## src/rtl/grid_pkg.sv

```systemverilog
// grid_pkg: direction codes and position helpers shared by the grid movement blocks
package grid_pkg;
    localparam logic [2:0] DIR_STOP  = 3'd0;
    localparam logic [2:0] DIR_UP    = 3'd1;
    localparam logic [2:0] DIR_DOWN  = 3'd2;
    localparam logic [2:0] DIR_LEFT  = 3'd3;
    localparam logic [2:0] DIR_RIGHT = 3'd4;

    function automatic logic [2:0] opposite(input logic [2:0] d);
        return d == DIR_UP    ? DIR_DOWN  :
               d == DIR_DOWN  ? DIR_UP    :
               d == DIR_LEFT  ? DIR_RIGHT :
               d == DIR_RIGHT ? DIR_LEFT  : DIR_STOP;
    endfunction

    // One pixel along the axis selected by is_y; y grows downwards, so UP decrements.
    function automatic logic [31:0] step_pos(input logic [31:0] pos, input logic [2:0] d, input logic is_y);
        logic [2:0] dec;
        logic [2:0] inc;
        dec = is_y ? DIR_UP : DIR_LEFT;
        inc = is_y ? DIR_DOWN : DIR_RIGHT;
        return d == dec ? pos - 32'd1 : d == inc ? pos + 32'd1 : pos;
    endfunction
endpackage

```

## src/rtl/move_tick_gen.sv

```systemverilog
// move_tick_gen: movement step strobe, one tick per TICK_DIV clocks (half that when boosted)
module move_tick_gen #(
    parameter int TICK_DIV = 500000
) (
    input  logic clk,
    input  logic rst_n,
    input  logic en,
    input  logic boost,
    input  logic clear,
    output logic tick
);
    localparam int CW = $clog2(TICK_DIV);
    localparam logic [CW-1:0] LIM_NORM = CW'(TICK_DIV - 1);
    localparam logic [CW-1:0] LIM_FAST = CW'(TICK_DIV / 2 - 1);

    logic [CW-1:0] cnt;

    // >= rather than == so a boost switch with cnt already past the short limit ticks at once
    assign tick = en && cnt >= (boost ? LIM_FAST : LIM_NORM);

    // Counter: frozen while disabled, restarted on tick or clear
    always_ff @(posedge clk or negedge rst_n) begin
        if (!rst_n)
            cnt <= '0;
        else if (clear || tick)
            cnt <= '0;
        else if (en)
            cnt <= cnt + 1'b1;
    end
endmodule

```

## src/rtl/grid_mover.sv

```systemverilog
// grid_mover: tile-grid sprite movement with buffered turns, external wall probes and bump events
module grid_mover import grid_pkg::*; #(
    parameter int COORD_W   = 10,
    parameter int TILE_LOG2 = 5,
    parameter int SPAWN_X   = 160,
    parameter int SPAWN_Y   = 224,
    parameter int TICK_DIV  = 500000
) (
    input  logic               clk,
    input  logic               rst_n,
    input  logic               en,
    input  logic               respawn,
    input  logic               boost,
    input  logic               btn_u,
    input  logic               btn_d,
    input  logic               btn_l,
    input  logic               btn_r,
    output logic [COORD_W-1:0] probe_req_x,
    output logic [COORD_W-1:0] probe_req_y,
    input  logic               wall_req,
    output logic [COORD_W-1:0] probe_cur_x,
    output logic [COORD_W-1:0] probe_cur_y,
    input  logic               wall_cur,
    output logic [COORD_W-1:0] player_x,
    output logic [COORD_W-1:0] player_y,
    output logic [2:0]         heading,
    output logic               step_pulse,
    output logic               bump
);
    localparam logic [COORD_W-1:0] SX = COORD_W'(SPAWN_X);
    localparam logic [COORD_W-1:0] SY = COORD_W'(SPAWN_Y);

    logic [2:0]         req_dir, cur_dir, nxt_dir, btn_dir;
    logic [COORD_W-1:0] nxt_x, nxt_y;
    logic               nxt_bump, tick, aligned;

    move_tick_gen #(.TICK_DIV(TICK_DIV)) u_tick (
        .clk   (clk),
        .rst_n (rst_n),
        .en    (en),
        .boost (boost),
        .clear (respawn),
        .tick  (tick)
    );

    assign probe_req_x = COORD_W'(step_pos(32'(player_x), req_dir, 1'b0));
    assign probe_req_y = COORD_W'(step_pos(32'(player_y), req_dir, 1'b1));
    assign probe_cur_x = COORD_W'(step_pos(32'(player_x), cur_dir, 1'b0));
    assign probe_cur_y = COORD_W'(step_pos(32'(player_y), cur_dir, 1'b1));
    assign aligned     = ~|player_x[TILE_LOG2-1:0] && ~|player_y[TILE_LOG2-1:0];
    assign heading     = cur_dir;
    assign btn_dir     = btn_u ? DIR_UP : btn_d ? DIR_DOWN : btn_l ? DIR_LEFT : btn_r ? DIR_RIGHT : req_dir;

    // Tick decision: turns only at tile alignment, except an immediate reversal mid-tile
    always_comb begin
        nxt_x    = player_x;
        nxt_y    = player_y;
        nxt_dir  = cur_dir;
        nxt_bump = 1'b0;
        if (tick) begin
            if (aligned && req_dir != DIR_STOP && !wall_req) begin
                nxt_dir = req_dir;
                nxt_x   = probe_req_x;
                nxt_y   = probe_req_y;
            end else if (aligned && cur_dir != DIR_STOP && !wall_cur) begin
                nxt_x = probe_cur_x;
                nxt_y = probe_cur_y;
            end else if (aligned) begin
                nxt_dir  = DIR_STOP;
                nxt_bump = cur_dir != DIR_STOP;
            end else if (req_dir == opposite(cur_dir) && !wall_req) begin
                nxt_dir = req_dir;
                nxt_x   = probe_req_x;
                nxt_y   = probe_req_y;
            end else begin
                nxt_x = probe_cur_x;
                nxt_y = probe_cur_y;
            end
        end
    end

    // State register: respawn overrides everything; the request register samples buttons even while paused
    always_ff @(posedge clk or negedge rst_n) begin
        if (!rst_n) begin
            player_x   <= SX;
            player_y   <= SY;
            cur_dir    <= DIR_STOP;
            req_dir    <= DIR_STOP;
            step_pulse <= 1'b0;
            bump       <= 1'b0;
        end else if (respawn) begin
            player_x   <= SX;
            player_y   <= SY;
            cur_dir    <= DIR_STOP;
            req_dir    <= DIR_STOP;
            step_pulse <= 1'b0;
            bump       <= 1'b0;
        end else begin
            player_x   <= nxt_x;
            player_y   <= nxt_y;
            cur_dir    <= nxt_dir;
            req_dir    <= btn_dir;
            step_pulse <= nxt_x != player_x || nxt_y != player_y;
            bump       <= nxt_bump;
        end
    end
endmodule

```

## config.mk

```make
export PLATFORM = sky130hd
export DESIGN_NAME = grid_mover
export DESIGN_NICKNAME = d
export VERILOG_FILES = /design/src/rtl/grid_pkg.sv /design/src/rtl/move_tick_gen.sv /design/src/rtl/grid_mover.sv
export SDC_FILE = /design/constraint.sdc
export NUM_CORES = 1
export LEC_CHECK = 0
export CELL_PAD_IN_SITES_DETAIL_PLACEMENT = 0
export CELL_PAD_IN_SITES_GLOBAL_PLACEMENT = 1
export CORE_MARGIN = 2
export CORE_UTILIZATION = 36
export DETAILED_ROUTE_END_ITERATION = 10
export MAX_ROUTING_LAYER = met4
export PLACE_DENSITY_LB_ADDON = 0.1
export SLEW_MARGIN = 20
export SYNTH_ARGS = -nofsm -noshare
export SYNTH_HDL_FRONTEND = slang
export SYNTH_SLANG_ARGS = --single-unit
```

## constraint.sdc

```tcl
create_clock -name clk -period 2.7 [get_ports clk]
set_clock_uncertainty 0.1 [all_clocks]
set_input_delay 0.405 -clock clk [delete_from_list [all_inputs] [get_ports clk]]
set_output_delay 0.405 -clock clk [all_outputs]
set_load 0.05 [all_outputs]
```

==> results.sh <==
export IMPL_yosys_most_used_dff="dfrtp_1"
export IMPL_cp_slowest_stage_delay_ns=0.41
export IMPL_fin_crit_sh_pct=106
export IMPL_clockBufferDepth=2
export IMPL_synth_area_um2=4330
export IMPL_grt_pass1_vias=4795
export IMPL_vias=4895
export IMPL_slowest_stage="dfrtp_2"
export IMPL_place_congestion=0.920
export IMPL_p_leak_uw=0.00308
export IMPL_routed_wl_mm=17.1
export IMPL_die_h_um=114
export IMPL_p_clk_share_pct=38.6
export IMPL_combPwrFrac_pct=19.0
export IMPL_grt_usage_pct=27.0
export IMPL_synthToLayoutAreaGrowth_pct=72.3
export IMPL_portBuffers=75
export IMPL_dpl_cell_area_um2=6540
export IMPL_grt_antenna_before_repair=0
export IMPL_grt_pass1_wl_mm=26.3
export IMPL_setup_viol=3
export IMPL_outcome="finished with violations"
export IMPL_r2r_end="step_pulse"
export IMPL_hpwl_mm=12.4
export IMPL_cts_made_buffers=5
export IMPL_cts_tree="built"
export IMPL_final_cell_area_um2=7460
export IMPL_drive_gt1_share_pct=45.1
export IMPL_die_w_um=114
export IMPL_synthArstFlopShare_pct=100
export IMPL_drt_pass1_iter_count=4
export IMPL_clkTransAtPathRegs_ns=0.07
export IMPL_clk_latency_ns=0.30
export IMPL_drv_slew=0
export IMPL_synth_nets=570
export IMPL_layout_setup_ws_ns=-0.153
export IMPL_synth_cell_types=76
export IMPL_synth_edf_count=0
export IMPL_r2r_start="player_x[3]"
export IMPL_worstPathArrival_ns=2.35
export IMPL_holdBufCountCts=0
export IMPL_synth_seq_area_share_pct=27.3
export IMPL_cap_violations=0
export IMPL_wire_per_inst_um=19.7
export IMPL_htreeDepth=2
export IMPL_worst_pin_slew_ns=0.707
export IMPL_min_path_type="input port to async pin"
export IMPL_synth_warnings=0
export IMPL_cp_start_kind="register"
export IMPL_n_antenna_cell=0
export IMPL_drc=0
export IMPL_hold_viol=2
export IMPL_core_area_um2=11900
export IMPL_root_buffer="clkbuf_16"
export IMPL_cts_sinks=47
export IMPL_rr_worst_depth=8
export IMPL_end_kind="primary output"
export IMPL_ys_ff_latch=47
export IMPL_ant_nets=0
export IMPL_fin_nets=745
export IMPL_crit_type="register to primary output"
export IMPL_post_place_ws_ns=-0.281
export IMPL_rows=40
export IMPL_crit_fanout=2
export IMPL_overflow=0
export IMPL_path_cells="buf_6 -> nor3_4 -> nand3_2 -> nor4b_4 -> xor2_2 -> o22ai_2 -> a221oi_4 -> buf_12"
export IMPL_die_area_um2=12900
export IMPL_power_internal_uw=1200
export IMPL_io_pins=76
export IMPL_vias_per_cell=5.64
export IMPL_syn_area_per_cell_um2=7.95
export IMPL_cp_required_ns=2.19
export IMPL_syn_inst=545
export IMPL_p_sw_share_pct=29.3
export IMPL_fin_hold_ws_ns=-0.000252
export IMPL_p_sw_uw=497
export IMPL_start_util_pct=36.5
export IMPL_peakVddDrop_uv=293
export IMPL_violations="hold timing, setup timing"
export IMPL_max_clock_freq_mhz=351
export IMPL_r2r_slack_ns=-0.02
export IMPL_powerDensity_nw_per_um2=227
export IMPL_period_minus_slack_ns=2.85
export IMPL_rsz0062_at_grt="yes"
export IMPL_seq_power_share_pct=42.4
export IMPL_grt_max_degree=31
export IMPL_drtIter0Drc=366
export IMPL_slew_headroom_pct=52.5
synthesized netlist by cell type, types with 2 or more instances:
master / count / area share [%]
buf_4: 2 / 0.35
a21oi_1: 27 / 3.1
or3_1: 4 / 0.58
dfrtp_1: 42 / 24
nand4_1: 13 / 1.9
a22o_1: 2 / 0.40
nand3_1: 21 / 2.4
o22ai_1: 19 / 2.7
a32oi_1: 2 / 0.40
a311oi_1: 4 / 0.81
a21o_1: 2 / 0.35
nor3_1: 19 / 2.2
o21a_1: 3 / 0.52
o21ai_0: 19 / 2.2
clkbuf_8: 5 / 1.6
xor2_1: 29 / 5.9
dfstp_2: 5 / 3.0
clkbuf_1: 23 / 2.0
or4_1: 2 / 0.35
nand2_1: 33 / 2.9
nor2_1: 78 / 6.8
nor3b_1: 3 / 0.52
buf_2: 7 / 0.81
inv_1: 20 / 1.7
a221oi_1: 5 / 1.0
and3_1: 8 / 1.2
and2_1: 4 / 0.58
a22oi_1: 16 / 2.8
a21boi_0: 2 / 0.35
buf_6: 4 / 1.0
nor4_1: 4 / 0.58
nor2b_1: 4 / 0.58
buf_1: 2 / 0.17
o211ai_1: 3 / 0.52
nand2b_1: 10 / 1.4
xnor2_1: 29 / 5.9
a211oi_1: 10 / 1.7
ha_1: 14 / 4.0
mux2i_1: 5 / 1.2
a31oi_1: 2 / 0.29
or3_4: 3 / 0.78
nand3b_1: 2 / 0.35
cell usage in the layout, fill, tap and decap left out, drive strengths merged, types with 3 or more instances in the layout:
cell type	n
a211oi	10
a21oi	28
a221oi	5
a22o	3
a22oi	16
a311oi	4
and2	4
and3	9
buf	179
clkbuf	6
clkdlybuf4s50	34
dfrtp	42
dfstp	5
ha	14
inv	21
mux2i	5
nand2	33
nand2b	10
nand3	21
nand4	13
nor2	78
nor2b	4
nor3	19
nor3b	4
nor4	5
o211ai	3
o21a	4
o21ai	20
o22ai	20
or3	8
or4	3
xnor2	29
xor2	29
power groups by stage:
stage	Clock [uW]	Combinational, uW	Sequential (uW)
2_1_floorplan	0	148	726
3_3_place_gp	0	304	731
3_5_place_dp	0	305	730
4_1_cts	674	309	717
5_1_grt	699	344	719
6_report	654	323	719
cell families after synthesis:
kind of cell    Yosys count  synth area share (%)
compound gates          136                  22.2
buf+inv                  65                  8.06
fa+ha+maj                14                  4.04
simple gates            220                  25.5
flops                    47                  27.3
mux                       5                  1.16
xor+xnor                 58                  11.7
how the worst max path moves through the flow:
stage | startpoint | end | depth (start not counted) | slack (ns)
detailed placement | boost | player_y[8] | 12 | -0.28
CTS | player_x[4] | probe_req_x[9] | 8 | -0.19
global route | player_x[4] | probe_req_x[9] | 8 | -0.25
global placement | boost | player_x[9] | 11 | -0.19
finish | player_x[4] | probe_req_x[9] | 8 | -0.15
floorplan | player_y[4] | step_pulse | 11 | -0.19
final cells by class:
cell class                      count  area (um^2)
Sequential cell                    47         1200
Inverter                           20         75.1
Clock inverter                      2         16.3
Fill cell                         998         4400
Tap cell                          147          184
Clock buffer                        6          129
Timing Repair Buffer              213         2280
Multi-Input combinational cell    433         3580
registers in the layout, summed over array words and instances (netlist names):
register / count
player_y: 10
heading: 3
player_x: 10
step_pulse: 1
u_tick.cnt: 19
req_dir: 3
bump: 1
metrics by stage:
step,instances,TNS [ns],power [uW],hold slack [ns],util [%]
floorplan,545,-1.05,874,0.00941,-
global placement,820,-1.89,1030,0.332,55.1
detailed placement,820,-3.12,1040,0.331,55.1
CTS,849,-0.424,1700,0.00572,59.2
global route,868,-0.871,1760,0.0256,62.9
finish,868,-0.272,1700,-0.000252,62.9
per-layer routing:
layer,global-route usage (%),vias to the layer above,part of all wire [%]
met4,10.2,0,2.0
met5,-,-,0
met3,4.20,27,4.6
li1,-,2300,-
met1,36.4,2409,46
met2,41.3,159,47
timing repair:
item	4_1_cts	5_1_grt
pin swaps	12	30
buffers inserted	21	19
resized for setup	39	63
endpoints found under the setup margin	16	32
worst max-delay path: cells and delay by family, from the launching register on:
| kind | cells | cell delay [ns] |
|---|---|---|
| AND/OR/NAND/NOR | 3 | 0.61 |
| AO/OA/AOI/OAI | 2 | 0.48 |
| XOR/XNOR | 1 | 0.23 |
| flip-flops | 1 | 0.41 |
| buffers and inverters | 2 | 0.30 |
(Power assumes the default switching activity.)
